<file path="config.mk">
export PLATFORM = sky130hd
export DESIGN_NAME = gpu_inst_issue
export DESIGN_NICKNAME = d
export VERILOG_FILES = /design/src/rtl/gpu_isa_pkg.sv /design/src/rtl/gpu_inst_buf.sv /design/src/rtl/gpu_inst_issue.sv
export SDC_FILE = /design/constraint.sdc
export NUM_CORES = 1
export LEC_CHECK = 0
export CAP_MARGIN = 20
export CORE_UTILIZATION = 49
export DETAILED_ROUTE_END_ITERATION = 8
export GPL_ROUTABILITY_DRIVEN = 0
export PLACE_DENSITY_LB_ADDON = 0.2
export SETUP_SLACK_MARGIN = 0.5
export SLEW_MARGIN = 10
export SYNTH_ARGS = -nofsm -noshare
export SYNTH_HDL_FRONTEND = slang
export SYNTH_SLANG_ARGS = --single-unit
</file>
<file path="constraint.sdc">
create_clock -name clk -period 23.1 [get_ports clk]
set_input_delay 4.62 -clock clk [delete_from_list [all_inputs] [get_ports clk]]
set_output_delay 4.62 -clock clk [all_outputs]
set_load 0.005 [all_outputs]
</file>
<file path="src/rtl/gpu_isa_pkg.sv">
// gpu_isa_pkg: instruction word layout, opcode classes and issue FSM states
package gpu_isa_pkg;
   localparam int INSTR_W = 143;
   localparam int OPC_HI = 142;
   localparam int OPC_LO = 137;
   localparam int M1_HI = 136;
   localparam int M1_LO = 133;
   localparam int M2_HI = 132;
   localparam int M2_LO = 128;
   localparam int OP1_HI = 127;
   localparam int OP1_LO = 64;
   localparam int OP2_HI = 63;
   localparam int OP2_LO = 0;
   localparam logic [5:0] ALU_LAST = 6'd13;
   localparam logic [5:0] MEM_LAST = 6'd22;
   localparam logic [5:0] CTRL_LAST = 6'd27;
   localparam logic [5:0] OP_EXIT = 6'd63;
   typedef enum logic [2:0] {S_IDLE, S_FETCH, S_DRAIN, S_DONE, S_ERR} state_e;
   function automatic logic is_illegal(input logic [5:0] op);
      return op > CTRL_LAST && op != OP_EXIT;
   endfunction
   function automatic logic is_stop(input logic [5:0] op);
      return op == OP_EXIT || is_illegal(op);
   endfunction
endpackage

</file>
<file path="src/rtl/gpu_inst_buf.sv">
// gpu_inst_buf: synchronous FIFO of {pc, word} with flush, count and head outputs
module gpu_inst_buf #(
   parameter int W = 8,
   parameter int DEPTH = 2
) (
   input  logic                     clk,
   input  logic                     rst,
   input  logic                     push_i,
   input  logic [W-1:0]             data_i,
   input  logic                     pop_i,
   input  logic                     flush_i,
   output logic [$clog2(DEPTH):0]   count_o,
   output logic [W-1:0]             head_o
);
   localparam int AW = $clog2(DEPTH);
   logic [W-1:0] mem_q [DEPTH];
   logic [AW-1:0] rd_q, wr_q;
   logic [AW:0] cnt_q;
   always_ff @(posedge clk) begin
      if (rst || flush_i) begin
         rd_q <= '0;
         wr_q <= '0;
         cnt_q <= '0;
      end else begin
         if (push_i) wr_q <= wr_q + AW'(1);
         if (pop_i) rd_q <= rd_q + AW'(1);
         cnt_q <= cnt_q + {{AW{1'b0}}, push_i} - {{AW{1'b0}}, pop_i};
      end
   end
   always_ff @(posedge clk) begin
      if (push_i && !flush_i) mem_q[wr_q] <= data_i;
   end
   assign count_o = cnt_q;
   assign head_o = mem_q[rd_q];
endmodule

</file>
<file path="src/rtl/gpu_inst_issue.sv">
// gpu_inst_issue: instruction fetch/issue front end feeding gpu_warp over valid/ready
module gpu_inst_issue #(
   parameter int PC_W = 4,
   parameter int INSTR_W = gpu_isa_pkg::INSTR_W,
   parameter int BUF_DEPTH = 2
) (
   input  logic               clk,
   input  logic               rst,
   input  logic               start,
   input  logic [PC_W-1:0]    start_pc,
   output logic               imem_en,
   output logic [PC_W-1:0]    imem_addr,
   input  logic [INSTR_W-1:0] imem_rdata,
   output logic               inst_valid,
   input  logic               inst_ready,
   output logic [5:0]         inst_opcode,
   output logic [3:0]         inst_mode1,
   output logic [4:0]         inst_mode2,
   output logic [63:0]        inst_op1,
   output logic [63:0]        inst_op2,
   output logic [PC_W-1:0]    inst_pc,
   input  logic               redirect_valid,
   input  logic [PC_W-1:0]    redirect_pc,
   output logic               busy,
   output logic               done,
   output logic               illegal
);
   import gpu_isa_pkg::*;
   localparam int CW = $clog2(BUF_DEPTH) + 1;
   state_e state_q;
   logic [PC_W-1:0] pc_q, infl_pc_q, hpc;
   logic inflight_q, tag_q, epoch_q, done_q, illegal_q;
   logic [CW-1:0] count;
   logic [PC_W+INSTR_W-1:0] head;
   logic [INSTR_W-1:0] hword;
   logic [5:0] hop;
   logic active, start_ok, redir_ok, hs, head_ill, exit_hs, push, flush, word_stop;
   logic [CW:0] used, limit;
   assign {hpc, hword} = head;
   assign hop = hword[OPC_HI:OPC_LO];
   assign active = state_q == S_FETCH || state_q == S_DRAIN;
   assign start_ok = start && !active;
   assign redir_ok = redirect_valid && active;
   assign head_ill = active && count != '0 && is_illegal(hop);
   assign inst_valid = active && count != '0 && !is_illegal(hop);
   assign hs = inst_valid && inst_ready;
   assign exit_hs = hs && hop == OP_EXIT;
   assign push = inflight_q && tag_q == epoch_q && state_q == S_FETCH && !redir_ok;
   assign flush = start_ok || redir_ok || exit_hs;
   assign word_stop = push && is_stop(imem_rdata[OPC_HI:OPC_LO]);
   // the slot freed by this cycle's pop is credited so a full stream sustains one per cycle
   assign used = {1'b0, count} + {{CW{1'b0}}, inflight_q};
   assign limit = (CW+1)'(BUF_DEPTH) + {{CW{1'b0}}, hs};
   assign imem_en = state_q == S_FETCH && !redir_ok && used < limit;
   assign imem_addr = imem_en ? pc_q : '0;
   assign inst_opcode = inst_valid ? hop : '0;
   assign inst_mode1 = inst_valid ? hword[M1_HI:M1_LO] : '0;
   assign inst_mode2 = inst_valid ? hword[M2_HI:M2_LO] : '0;
   assign inst_op1 = inst_valid ? hword[OP1_HI:OP1_LO] : '0;
   assign inst_op2 = inst_valid ? hword[OP2_HI:OP2_LO] : '0;
   assign inst_pc = inst_valid ? hpc : '0;
   assign busy = active;
   assign done = done_q;
   assign illegal = illegal_q;
   gpu_inst_buf #(.W(PC_W + INSTR_W), .DEPTH(BUF_DEPTH)) u_buf (
      .clk(clk),
      .rst(rst),
      .push_i(push),
      .data_i({infl_pc_q, imem_rdata}),
      .pop_i(hs),
      .flush_i(flush),
      .count_o(count),
      .head_o(head)
   );
   always_ff @(posedge clk) begin
      if (rst) begin
         state_q <= S_IDLE;
         pc_q <= '0;
         infl_pc_q <= '0;
         inflight_q <= 1'b0;
         tag_q <= 1'b0;
         epoch_q <= 1'b0;
         done_q <= 1'b0;
         illegal_q <= 1'b0;
      end else begin
         inflight_q <= imem_en;
         tag_q <= epoch_q;
         infl_pc_q <= pc_q;
         if (imem_en) pc_q <= pc_q + PC_W'(1);
         if (start_ok) begin
            state_q <= S_FETCH;
            pc_q <= start_pc;
            done_q <= 1'b0;
            illegal_q <= 1'b0;
         end else if (redir_ok) begin
            state_q <= S_FETCH;
            pc_q <= redirect_pc;
            epoch_q <= ~epoch_q;
         end else if (exit_hs) begin
            state_q <= S_DONE;
            done_q <= 1'b1;
         end else if (head_ill) begin
            state_q <= S_ERR;
            illegal_q <= 1'b1;
         end else if (word_stop) begin
            state_q <= S_DRAIN;
         end
      end
   end
endmodule

</file>
==> results.cfg, run 1 <==
[timing]
tightestPinTransition_ns = 1.13
finalHoldViolations = 0
timing.final.crit_share_pct = 50.7
finalWorstSetupSlack_ns = 11.40
skew_ns = 0.0180
fin_crit_ns = 11.70
max_clock_freq_mhz = 85.4
drv_slew = 0
setup_viol = 0
rsz0062_at_grt = false
maxSlewHeadroom_pct = 24.9
totalNegativeSetupSlack_ns = 0

[drt]
top_layer_used = met5
routed_via_density = 5.08
vias = 7168
dr.pass1.iters = 5
routedWlPerCell_um = 17.8
met3WireLength_mm = 1.61
postRouteWirelength_mm = 25.1
route.layer.met1.wl_mm = 9.87
wl_met2_mm = 12.9
drc = 0
drtIter0Drc = 344
drtAntennaViolNets = 0

[worst_setup_path]
worstSetupStartpoint = redirect_valid
cp.required_ns = 18.48
critPathLaunchType = input pin
r2r_end = u_buf.mem_q[1][136]
rrSetupSlack_ns = 19.15
cpMostUsedCell = clkdlybuf4s50_1
critPathMaxFanout = 5
rr_worst_depth = 6
worstPathArrival_ns = 7.08
max_stage_delay_ns = 0.49
crit_type = in -> out
end_kind = primary output
crit_chain = clkdlybuf4s50_1, nor4b_1, or2b_1, a2111oi_4, or2_1, and2_1, clkdlybuf4s50_1
cp_slowest_cell = clkdlybuf4s50_1
crit_end = imem_addr[1]

[place]
place_area_sq_um = 15600
port-buffer-count = 311
dp_hpwl_mm = 16.0
dpl.cell_count = 1353
dp_slack_ns = 11.39

[die]
fp.coreArea_sq_um = 24300
io_pins = 312
num_rows = 57
die_y_um = 159
initial_core_util_pct = 49.8
die_area_sq_um = 25400
die_w_um = 159

[synth]
ys.flop_type = edfxtp_1
synthesis.nets = 909
synthCells = 748
synth_top_cell_by_area = edfxtp_1
synthesis.area_sq_um = 12100
yosysWarnings = 0
synth_top_area_share_pct = 72.8
synthTopCellsByCount = edfxtp_1, nor2_1, mux2i_1
synth-seq-cells = 315
synth_seq_area_share_pct = 76.3
synthTopCellsByArea = edfxtp_1, mux2i_1, nor2_1, dfxtp_1, clkbuf_1
async_flop_share_pct = 0
ys_types = 42
synth_edf_count = 294
synth_most_common_cell = edfxtp_1
avgSynthCellArea_sq_um = 16.2

[worst_hold_path]
hold_path_depth = 0
worstHoldPathType = reg -> reg

[power]
p_leak_nw = 5.27
vdd_drop_max_mv = 0.0807
powerDensity_nw_per_um2 = 71.2

[global_route]
antenna_found_initial = 3
grt_max_degree = 77
first_global_vias = 7220
grt_usage_pct = 19.6
grt_remaining_overflow = 0
grt_pass1_wl_mm = 38.6

[final_layout]
fin_cells = 1412
fin_nets = 1226
final_area_sq_um = 16600
fin_util_pct = 68.5
area_delta_synth_final_pct = 37.3
drive_gt1_share_pct = 5.70
fill_cells = 1684

[outcome]
status = complete, no violations

[clock_network]
post_cts_resized = 0
cts_made_buffers = 34
clk_pin_slew_worst_paths_ns = 0.06
cts_tree = done
cts.sinks = 315
cts_max_path_buffers = 3
h-tree-depth = 2
post_cts_buffers = 0
root_buffer = clkbuf_16
cts_hold_buf = 0
insertion_delay_ns = 0.50

[job]
maxCapViolCount = 0
==> state kept, by name, indices dropped and copies added, names as in the netlist, named ones only <==
name and count:
u_buf.wr_q 1, u_buf.rd_q 1, tag_q 1, inflight_q 1, state_q 3, epoch_q 1, pc_q 4, infl_pc_q 4
u_buf.count_o 2, illegal 1, done 1, u_buf.mem_q 294
==> kinds of logic (layout without fill, tap and decap cells) <==
| group | count (synthesis) | after routing | share of synthesized area [%] |
|---|---|---|---|
| adders and majority gates | 5 | 5 | 0.516 |
| buffers and inverters | 48 | 387 | 1.49 |
| DFF | 315 | 315 | 76.3 |
| AOI/OAI and AO/OA | 24 | 24 | 1.79 |
| xor gates and xnor gates | 8 | 8 | 0.578 |
| and+or+nand+nor | 200 | 200 | 7.10 |
| other | 0 | 1 | 0 |
| muxes | 148 | 148 | 12.2 |
==> layout by cell type (no fill, tap or decap), types with 6 or more instances in the layout <==
| cell | synthesis | final |
|---|---|---|
| nor2_1 | 163 | 163 |
| inv_1 | 12 | 12 |
| mux2i_1 | 148 | 148 |
| edfxtp_1 | 294 | 294 |
| clkdlybuf4s50_1 | 0 | 311 |
| dfxtp_1 | 21 | 20 |
| clkbuf_16 | 0 | 38 |
| clkbuf_1 | 36 | 11 |
| buf_4 | 0 | 6 |
==> where the power goes <==
| group | switching (mW) | total, mW | internal (mW) | leakage (nW) |
|---|---|---|---|---|
| Clock | 0.204 | 0.514 | 0.310 | 0.524 |
| Sequential | 0.00182 | 0.628 | 0.626 | 2.82 |
| Combinational | 0.0145 | 0.0432 | 0.0286 | 1.93 |
==> worst max-delay path: cells and delay by family <==
family,cells,cell delay (ns)
and+or+nand+nor,4,1.06
AOI/OAI and AO/OA,1,0.44
buffers and inverters,2,0.95
==> area by class of cell <==
class / instances / area (sq um) / area share [%]
multi-input cells: 385 / 2710 / 16.3
inverters: 12 / 45.0 / 0.271
clock buffers: 49 / 992 / 5.96
clock inverters: 9 / 80.1 / 0.481
repair buffers: 317 / 3160 / 19.0
diodes: 1 / 2.50 / 0.0150
flip-flops and latches: 315 / 9250 / 55.6
well taps: 324 / 405 / 2.44
==> stage by stage <==
stage | power (mW) | hold WS (ns)
6_report | 1.19 | 0.428
2_1_floorplan | 0.651 | 0.404
4_1_cts | 1.20 | 0.424
5_1_grt | 1.22 | 0.440
3_3_place_gp | 0.681 | 0.406
3_5_place_dp | 0.683 | 0.411
==> per-layer routing <==
metal / vias to the layer above / track usage, %
met5: - / 0
met4: 4 / 7.65
met3: 45 / 4.95
met2: 250 / 34.0
met1: 3450 / 23.4
li1: 3419 / -
==> worst min-delay path by stage <==
stage,startpoint,to,slack [ns]
after floorplan,infl_pc_q[0],u_buf.mem_q[0][143],0.40
after global placement,infl_pc_q[1],u_buf.mem_q[0][144],0.41
after detailed placement,infl_pc_q[0],u_buf.mem_q[0][143],0.41
after CTS,infl_pc_q[0],u_buf.mem_q[1][143],0.42
final,infl_pc_q[0],u_buf.mem_q[1][143],0.43
after global routing,infl_pc_q[3],u_buf.mem_q[1][146],0.44
Note: power is estimated with default switching activity, not from simulation.
==> run 2, diff against run 1 <==
==> constraint.sdc (replaced) <==
create_clock -name clk -period 11.3 [get_ports clk]
set_input_delay 2.26 -clock clk [delete_from_list [all_inputs] [get_ports clk]]
set_output_delay 2.26 -clock clk [all_outputs]
set_load 0.005 [all_outputs]
==> run 2 against run 1 <==
Power rose by 100%. Setup slack got worse by 7.1 ns. Global-route usage barely moved. Clock power rose by 100%. Final area barely moved. Sequential share of layout area barely moved. Register-to-register slack got worse by 12 ns. Combinational power rose by 110%. Final cell count barely moved. Worst hold slack got worse by 0.0012 ns. Critical path depth did not move. Utilization barely moved.
==> results.cfg, run 2 (synthesis gave the netlist of run 1 again) <==
[outcome]
status = complete, no violations

[global_route]
first_global_vias = 7309
antenna_found_initial = 1
grt_remaining_overflow = 0
grt_max_degree = 75
grt_usage_pct = 19.5
grt_pass1_wl_mm = 38.8

[clock_network]
cts.sinks = 315
root_buffer = clkbuf_16
cts_made_buffers = 34
cts_max_path_buffers = 3
cts_hold_buf = 0
post_cts_resized = 0
cts_tree = done
insertion_delay_ns = 0.49
h-tree-depth = 2
clk_pin_slew_worst_paths_ns = 0.05
post_cts_buffers = 0

[drt]
drtIter0Drc = 331
vias = 7137
routedWlPerCell_um = 17.7
postRouteWirelength_mm = 25.0
routed_via_density = 5.05
drc = 0
dr.pass1.iters = 5
drtAntennaViolNets = 0

[timing]
totalNegativeSetupSlack_ns = 0
finalHoldViolations = 0
setup_viol = 0
rsz0062_at_grt = false
timing.final.crit_share_pct = 62.1
drv_slew = 0
max_clock_freq_mhz = 142
skew_ns = 0.0131
fin_crit_ns = 7.02
maxSlewHeadroom_pct = 27.4
tightestPinTransition_ns = 1.09

[final_layout]
final_cell_mix = clkdlybuf4s50_1, edfxtp_1, nor2_1
fin_util_pct = 68.4
layout_commonest_cell = clkdlybuf4s50_1
top_register = u_buf.mem_q
drive_gt1_share_pct = 5.52
largest_register_ffs = 294
area_delta_synth_final_pct = 37.3
fin_nets = 1226
largestRegisters = u_buf.mem_q (294), infl_pc_q (4), pc_q (4)

[power]
vdd_drop_max_mv = 0.108
powerDensity_nw_per_um2 = 145
total_power_mw = 2.41
p_leak_nw = 5.27

[worst_setup_path]
critical_path_buf_inv_count = 2
end_kind = primary output
cp.required_ns = 9.04
max_stage_delay_ns = 0.49
worstPathArrival_ns = 4.76
crit_family = simple AND/OR/NAND/NOR gates
cp_slowest_cell = clkdlybuf4s50_1
crit_chain = clkdlybuf4s50_1, nor4b_1, or2b_1, a2111oi_4, or2_1, and2_1, clkdlybuf4s50_1
crit_type = in -> out
cpMostUsedCell = clkdlybuf4s50_1
critPathLaunchType = input pin
critPathMaxFanout = 5

[die]
num_rows = 57
die_area_sq_um = 25400
io_pins = 312
die_y_um = 159
fp.coreArea_sq_um = 24300
initial_core_util_pct = 49.8
die_w_um = 159

[place]
port-buffer-count = 311
dp_hpwl_mm = 16.0

[worst_hold_path]
worstHoldPathType = reg -> reg

[job]
maxCapViolCount = 0
==> run 2: cell count changes in the layout (fill, tap and decap cells not counted), moves of 2 or more <==
cell	delta
clkinv_1	+4
clkbuf_1	-2
clkbuf_8	+2
inv_6	-2
==> run 2: power breakdown <==
group,internal [mW],switching (mW)
clock network,0.629,0.409
registers,1.28,0.00382
logic,0.0586,0.0304
==> run 2: layout make-up <==
| type | instances | area (sq um) |
|---|---|---|
| clock buffer | 48 | 987 |
| multi-input combinational | 385 | 2720 |
| tap | 324 | 405 |
| fill | 1717 | 7680 |
| clock inverter | 10 | 70.1 |
| antenna | 2 | 5.00 |
| timing repair buffer | 317 | 3160 |
| sequential | 315 | 9250 |
| inverter | 12 | 45.0 |
==> run 2: metal layers <==
metal	up-vias	part of all wire [%]	GRT usage (%)	routed length, um
met1	3423	40	23.4	9950
met2	224	51	33.9	12700
li1	3433	-	-	-
met3	57	5.9	4.53	1480
met4	0	3.6	8.39	912
met5	-	0	0	0
==> run 2: per-stage QoR <==
step / instances / setup slack, ns / hold slack, ns / instance area, sq um
3_5_place_dp: 1353 / 4.29 / 0.413 / 15600
4_1_cts: 1411 / 4.28 / 0.427 / 16600
3_3_place_gp: 1353 / 4.34 / 0.406 / 15600
2_1_floorplan: 748 / 3.29 / 0.404 / 12100
5_1_grt: 1412 / 4.07 / 0.435 / 16600
6_report: 1413 / 4.28 / 0.427 / 16600
==> run 2: path summary, 6_finish.rpt <==
kind | cells after the start | to | from | slack, ns
hold / removal | 0 | u_buf.mem_q[1][146] | infl_pc_q[3] | 0.43
setup reg to reg | 6 | u_buf.mem_q[1][145] | register | 7.16
setup / recovery | 7 | imem_addr[1] | redirect_valid | 4.28
hold reg to reg | 0 | u_buf.mem_q[1][146] | infl_pc_q[3] | 0.43
